===== src/rtl/complex_csd2bin_pipe.sv =====
// Pipelined complex CSD to two's complement converter with valid/ready backpressure.
// Each axis computes P + ~N + 1, with the carry chain split into STAGES chunks.
module complex_csd2bin_pipe #(
    parameter int W      = 4,
    parameter int STAGES = 2
) (
    input  logic             clk,
    input  logic             rst,
    input  logic             in_valid,
    output logic             in_ready,
    input  logic [1:0]       c_x,
    input  logic [2*W-1:0]   s_x,
    input  logic [1:0]       c_y,
    input  logic [2*W-1:0]   s_y,
    output logic             out_valid,
    input  logic             out_ready,
    output logic [W+1:0]     y_x,
    output logic [W+1:0]     y_y,
    output logic             ovf_x,
    output logic             ovf_y
);

    localparam int WT = W + 2;
    localparam int CW = (WT + STAGES - 1) / STAGES;
    localparam int WP = CW * STAGES;

    logic          adv;

    logic [WP-1:0] pDec [2];
    logic [WT-1:0] nRaw [2];
    logic [WP-1:0] nDec [2];

    logic          vIn  [STAGES];
    logic [WP-1:0] pIn  [2][STAGES];
    logic [WP-1:0] nIn  [2][STAGES];
    logic [WP-1:0] sIn  [2][STAGES];
    logic          cIn  [2][STAGES];

    logic          valid_d [STAGES];
    logic          valid_q [STAGES];
    logic [WP-1:0] p_d     [2][STAGES];
    logic [WP-1:0] p_q     [2][STAGES];
    logic [WP-1:0] n_d     [2][STAGES];
    logic [WP-1:0] n_q     [2][STAGES];
    logic [WP-1:0] sum_d   [2][STAGES];
    logic [WP-1:0] sum_q   [2][STAGES];
    logic          cy_d    [2][STAGES];
    logic          cy_q    [2][STAGES];
    logic          ovf_d   [2];
    logic          ovf_q   [2];

    // Split each digit into its positive and negative bit; the carry digit sits at weight 2^W.
    always_comb begin
        for (int a = 0; a < 2; a++) begin
            pDec[a] = '0;
            nRaw[a] = '0;
        end
        for (int i = 0; i < W; i++) begin
            pDec[0][i] = s_x[2*i+1];
            nRaw[0][i] = s_x[2*i];
            pDec[1][i] = s_y[2*i+1];
            nRaw[1][i] = s_y[2*i];
        end
        pDec[0][W] = c_x[1];
        nRaw[0][W] = c_x[0];
        pDec[1][W] = c_y[1];
        nRaw[1][W] = c_y[0];
    end

    // N is inverted across the full W+2 result width; padding bits above stay zero.
    always_comb begin
        for (int a = 0; a < 2; a++) begin
            nDec[a]         = '0;
            nDec[a][WT-1:0] = ~nRaw[a];
        end
    end

    always_comb begin
        vIn[0] = in_valid;
        for (int a = 0; a < 2; a++) begin
            pIn[a][0] = pDec[a];
            nIn[a][0] = nDec[a];
            sIn[a][0] = '0;
            cIn[a][0] = 1'b1;
        end
        for (int k = 1; k < STAGES; k++) begin
            vIn[k] = valid_q[k-1];
            for (int a = 0; a < 2; a++) begin
                pIn[a][k] = p_q[a][k-1];
                nIn[a][k] = n_q[a][k-1];
                sIn[a][k] = sum_q[a][k-1];
                cIn[a][k] = cy_q[a][k-1];
            end
        end
    end

    // Stage k resolves result bits [k*CW +: CW] and hands its carry-out to stage k+1.
    always_comb begin
        logic [CW:0] part;
        part = '0;
        for (int k = 0; k < STAGES; k++) begin
            valid_d[k] = vIn[k];
            for (int a = 0; a < 2; a++) begin
                part = {1'b0, pIn[a][k][k*CW +: CW]}
                     + {1'b0, nIn[a][k][k*CW +: CW]}
                     + {{CW{1'b0}}, cIn[a][k]};
                p_d[a][k]                 = pIn[a][k];
                n_d[a][k]                 = nIn[a][k];
                sum_d[a][k]               = sIn[a][k];
                sum_d[a][k][k*CW +: CW]   = part[CW-1:0];
                cy_d[a][k]                = part[CW];
            end
        end
    end

    always_comb begin
        for (int a = 0; a < 2; a++) begin
            ovf_d[a] = sum_d[a][STAGES-1][WT-1] ^ sum_d[a][STAGES-1][WT-2];
        end
    end

    always_ff @(posedge clk) begin
        if (rst) begin
            for (int k = 0; k < STAGES; k++) begin
                valid_q[k] <= 1'b0;
                for (int a = 0; a < 2; a++) begin
                    p_q[a][k]   <= '0;
                    n_q[a][k]   <= '0;
                    sum_q[a][k] <= '0;
                    cy_q[a][k]  <= 1'b0;
                end
            end
            for (int a = 0; a < 2; a++) begin
                ovf_q[a] <= 1'b0;
            end
        end else if (adv) begin
            for (int k = 0; k < STAGES; k++) begin
                valid_q[k] <= valid_d[k];
                for (int a = 0; a < 2; a++) begin
                    p_q[a][k]   <= p_d[a][k];
                    n_q[a][k]   <= n_d[a][k];
                    sum_q[a][k] <= sum_d[a][k];
                    cy_q[a][k]  <= cy_d[a][k];
                end
            end
            for (int a = 0; a < 2; a++) begin
                ovf_q[a] <= ovf_d[a];
            end
        end
    end

    // The whole pipe moves as one; a stalled output freezes every stage.
    assign out_valid = valid_q[STAGES-1];
    assign adv       = ~out_valid | out_ready;
    assign in_ready  = adv & ~rst;
    assign y_x       = sum_q[0][STAGES-1][WT-1:0];
    assign y_y       = sum_q[1][STAGES-1][WT-1:0];
    assign ovf_x     = ovf_q[0];
    assign ovf_y     = ovf_q[1];

endmodule


===== config.mk =====
export PLATFORM = sky130hd
export DESIGN_NAME = complex_csd2bin_pipe
export DESIGN_NICKNAME = d
export VERILOG_FILES = /design/src/rtl/complex_csd2bin_pipe.sv
export SDC_FILE = /design/constraint.sdc
export NUM_CORES = 1
export LEC_CHECK = 0
export ABC_AREA = 1
export CAP_MARGIN = 20
export CORE_UTILIZATION = 48
export DETAILED_ROUTE_END_ITERATION = 8
export GPL_ROUTABILITY_DRIVEN = 1
export GPL_TIMING_DRIVEN = 0
export HOLD_SLACK_MARGIN = 0.06
export PLACE_DENSITY_LB_ADDON = 0.3
export RECOVER_POWER = 100
export SLEW_MARGIN = 20
export SYNTH_ARGS = -nofsm -noshare
export SYNTH_HDL_FRONTEND = slang
export SYNTH_SLANG_ARGS = --single-unit

===== constraint.sdc =====
create_clock -name clk -period 2.6 [get_ports clk]
set_input_delay 0.52 -clock clk [delete_from_list [all_inputs] [get_ports clk]]
set_output_delay 0.52 -clock clk [all_outputs]
set_load 0.02 [all_outputs]

======== Word level (Yosys, flattened, before mapping) ========
Memory sizes are Yosys's and may differ from the RTL's.
Cells that the tools add are included.
word-level totals
  input port bits ......................... 24
  memories kept ........................... 6
  latch bits .............................. 0
  word-level logic and storage cells ...... 67
  output and inout port bits .............. 16
  bits in writable memories ............... 72
  bits in read-only memories .............. 0
  flip-flop bits (word level) ............. 0
cells by class
  divide/modulo/power cells ............... 0
  bitwise logic cells ..................... 28
  reduce and logical (&&, ||, !) cells .... 0
  multipliers ............................. 0
  equal/unequal tests ..................... 0
  $add $sub $neg .......................... 8
  mux-type cells .......................... 25
  shift-type cells ........................ 0
  order comparisons ....................... 0
memory list
  memory   depth  bits a word  rd ports  clocked after memory_dff  wr ports  RTL line  text
  n_q      2      12           2         0                         2         44        logic [WP-1:0] n_q [2][STAGES];
  p_q      2      11           2         0                         2         42        logic [WP-1:0] p_q [2][STAGES];
  sum_q    2      9            2         0                         2         46        logic [WP-1:0] sum_q [2][STAGES];
  cy_q     2      2            2         0                         2         48        logic cy_q [2][STAGES];
  ovf_q    2      1            2         0                         2         50        logic ovf_q [2];
  valid_q  2      1            2         0                         2         40        logic valid_q [STAGES];
operators with widths
  cell                                                            number
  6-bit 2-to-1 mux                                                8
  1-bit bitwise OR                                                21
  3-bit by 3-bit adder with 4-bit output                          4
  1-bit 2-to-1 mux                                                13
  5-bit NOT with 6-bit output                                     2
  5-bit 2-to-1 mux                                                2
  4-bit by 1-bit adder with 4-bit output                          2
  4-bit by 1-bit adder with 4-bit output (second input constant)  2
  3-bit 2-to-1 mux                                                2
  1-bit NOT                                                       2
  1-bit XOR                                                       2
  1-bit bitwise AND                                               1

======== Depth between registers and ports, before layout ========
An unclocked memory read counts as a cell.
  depth in word-level cells ............... 7
  mapped depth ............................ 9
  gate-level depth less buffers ........... 9

======== Least setup slack after synthesis ========
Ideal clock, no wire load.
  path type ............................... in2reg
  from .................................... in out_ready
  to ...................................... mem cy_q[0][1] (netlist name), enable pin
  arrival ................................. 1,383 ps
  cell stages on the path ................. 2
  slack ................................... 648 ps
  path buffers ............................ 0
  data required time ...................... 2,031 ps
  path through ............................ inv_1 nand3b_1
RTL lines
  item             RTL line  text
  start, declared  16        input logic out_ready,
  end, declared    48

======== Worst setup path in the final report ========
  from .................................... in rst
  to ...................................... out in_ready
on the way
  word-level cells in the longest chain between the ends .. 2
RTL lines
  item               RTL line  text
  start, declared    8         input logic rst,
  1-bit NOT          155       assign in_ready = adv & ~rst;
  1-bit bitwise AND  155
  end, declared      10        output logic in_ready,
Every way passes these cells.

==> impl_metrics.yaml <==
worst_setup_path:
  critical-path-slowest-cell: "clkdlybuf4s50_1"
  start_kind: "primary input"
  cp-end-kind: "output pin"
  worst-setup-path-type: "primary input to output pin"
  crit_fanout: 5
  worst-endpoint-required_ns: 2.08
  worst_path_largest_cell_delay_ns: 0.64
  r2r_slack_ns: 0.76
  crit_chain: "dlygate4sd3_1 -> a21oi_4 -> clkdlybuf4s50_1"
  crit_arrival_ns: 1.93
logic_synthesis:
  synth_area_sq_um: 1610
  synthTopCellsByArea: "edfxtp_1 61%, inv_1 8.4%, fa_1 7.4%"
  syn_inst: 141
  syn_nets: 177
  synth_seq_cells: 33
  synth_area_per_cell_sq_um: 11.4
  synth.most_common_cell: "inv_1"
  synth_top_area_cell: "edfxtp_1"
  synth_cell_types: 14
  yosys_warnings: 0
  synth_edf_count: 33
  yosysTopAreaCellShare_pct: 61.4
  async_flop_share_pct: 0
  synthFlopType: "edfxtp_1"
  ys_seq_area_share_pct: 61.4
  synth_commonest_cells: "36 x inv_1, 33 x edfxtp_1, 32 x nor2_1, 12 x nand2_1"
sta:
  period_minus_slack_ns: 2.45
  setup_tns_ns: 0
  slew-limit-headroom_pct: 48.5
  fmax_ghz: 0.408
  final_hold_viol_count: 0
  worstMarginPinSlew_ns: 0.773
  setup-violations-final: 0
  skew_ns: 0.00534
  rsz0062_at_grt: "false"
  maxSlewViolCount: 0
  fin_crit_sh_pct: 94.3
route:
  drc: 0
  drtPass1Iterations: 4
  via_count: 1062
  routed_via_density: 4.54
  wl_per_cell_um: 10.4
  drt_iter0_drc: 28
  ant_nets: 0
  routed_wl_um: 2430
clock_tree:
  cts_setup_buffers: 0
  cts_tree: "built"
  clk_pin_slew_worst_paths_ns: 0.08
  htreeDepth: 2
  numCtsBuffers: 5
  root_buffer: "clkbuf_4"
  cts.hold.buffers_added: 0
  cts_buffer_depth: 2
  clock_latency_ns: 0.32
  cts_sinks: 33
  cts_resized: 0
finish:
  antenna_cells: 0
  drive_above_1_share_pct: 3.16
  layout.nets: 225
  fillerInstances: 259
  syn_to_final_growth_pct: 29.2
floorplanning:
  ios: 40
  dieArea_sq_um: 3600
  start_util_pct: 51.6
  die_x_um: 60.0
  die_height_um: 60.0
  num_rows: 20
  core_region_area_sq_um: 3130
power_and_ir_drop:
  p_leak_nw: 0.957
  cellPowerDensity_nw_per_um2: 563
  ir_worst_vdd_v: 0.000279
  total_power_mw: 1.17
place:
  place.detailed.hpwl_um: 1880
  gp_congestion: 0.732
  portBuffers: 39
grt:
  grt_pass1_wl_um: 3840
  antenna_found_initial: 0
  gr-usage-all-layers_pct: 15.4
  overflow: 0
  grt_max_degree: 16
  grt_pass1_vias: 959
status:
  status: "finished clean"
flow_run:
  drv_cap: 0
min_path:
  worstHoldPathType: "register to register"
## stage by stage
step	worst slack [ns]	utilization [%]	hold WS (ns)	instance area [sq um]	instances
global placement	-0.135	65.8	0.527	2060	224
finish	0.147	66.6	0.558	2080	234
global route	0.129	66.6	0.597	2080	234
CTS	0.192	68.2	0.563	2130	234
detailed placement	0.193	66.6	0.541	2080	226
floorplan	0.648	-	0.519	1610	141
## where the power goes
part / internal (mW) / switching [mW] / leakage [nW]
clock network: 0.108 / 0.154 / 0.0265
registers: 0.649 / 0.0156 / 0.382
logic: 0.114 / 0.133 / 0.549
total: 0.871 / 0.303 / 0.957
## metal layers
layer  GRT usage, %  vias to the layer above  wire (um)
li1               -                      530          -
met5              0                        -          0
met1           15.0                      484        878
met2           28.6                       41       1340
met3           5.84                        7        151
met4           6.98                        0         57
## area by class of cell
cell class | count | area, sq um | area share, %
Sequential cell | 33 | 991 | 47.5
Multi-Input combinational cell | 68 | 442 | 21.2
Timing Repair Buffer | 41 | 398 | 19.1
Inverter | 37 | 139 | 6.66
Tap cell | 44 | 55.1 | 2.64
Clock buffer | 8 | 48.8 | 2.34
Buffer | 3 | 11.3 | 0.540
## worst paths after layout
kind / start / end / depth (start not counted)
max: rst / in_ready / 3
min: sum_q[0][17]$_SDFFCE_PN0P_ / sum_q[0][11]$_SDFFCE_PN0P_ / 2
max reg2reg: p_q[0][20]$_SDFFCE_PN0P_ / ovf_q[0][1]$_SDFFCE_PN0P_ / 8
min reg2reg: sum_q[0][17]$_SDFFCE_PN0P_ / sum_q[0][11]$_SDFFCE_PN0P_ / 2
## placed cells by master (no fill, tap or decap), types with 5 or more instances in the layout
cell type and n:
clkbuf_1 8, nand2_1 12, inv_1 37, clkbuf_4 5, ha_1 6, clkdlybuf4s50_1 22
edfxtp_1 33, nor2_1 32, fa_1 6, dlygate4sd3_1 17
## sequential cells by signal (all words and copies together) (netlist names)
signal	flops
cy_q	2
n_q	5
p_q	4
sum_q	18
valid_q	2
ovf_q	2
## critical path, delay by kind of cell
family | cells | cell delay, ns
buffers and inverters | 2 | 1.22
AOI/OAI and AO/OA | 1 | 0.20
## cell families (layout without fill, tap and decap cells)
| group | after synthesis | count (layout) | share of synthesized area [%] |
|---|---|---|---|
| DFF | 33 | 33 | 61.4 |
| adders and majority gates | 12 | 12 | 12.1 |
| xor gates and xnor gates | 2 | 2 | 1.09 |
| AOI/OAI and AO/OA | 5 | 5 | 2.72 |
| buffers and inverters | 40 | 89 | 10.7 |
| and+or+nand+nor | 49 | 49 | 11.9 |
Power figures use the tool's default switching activity.
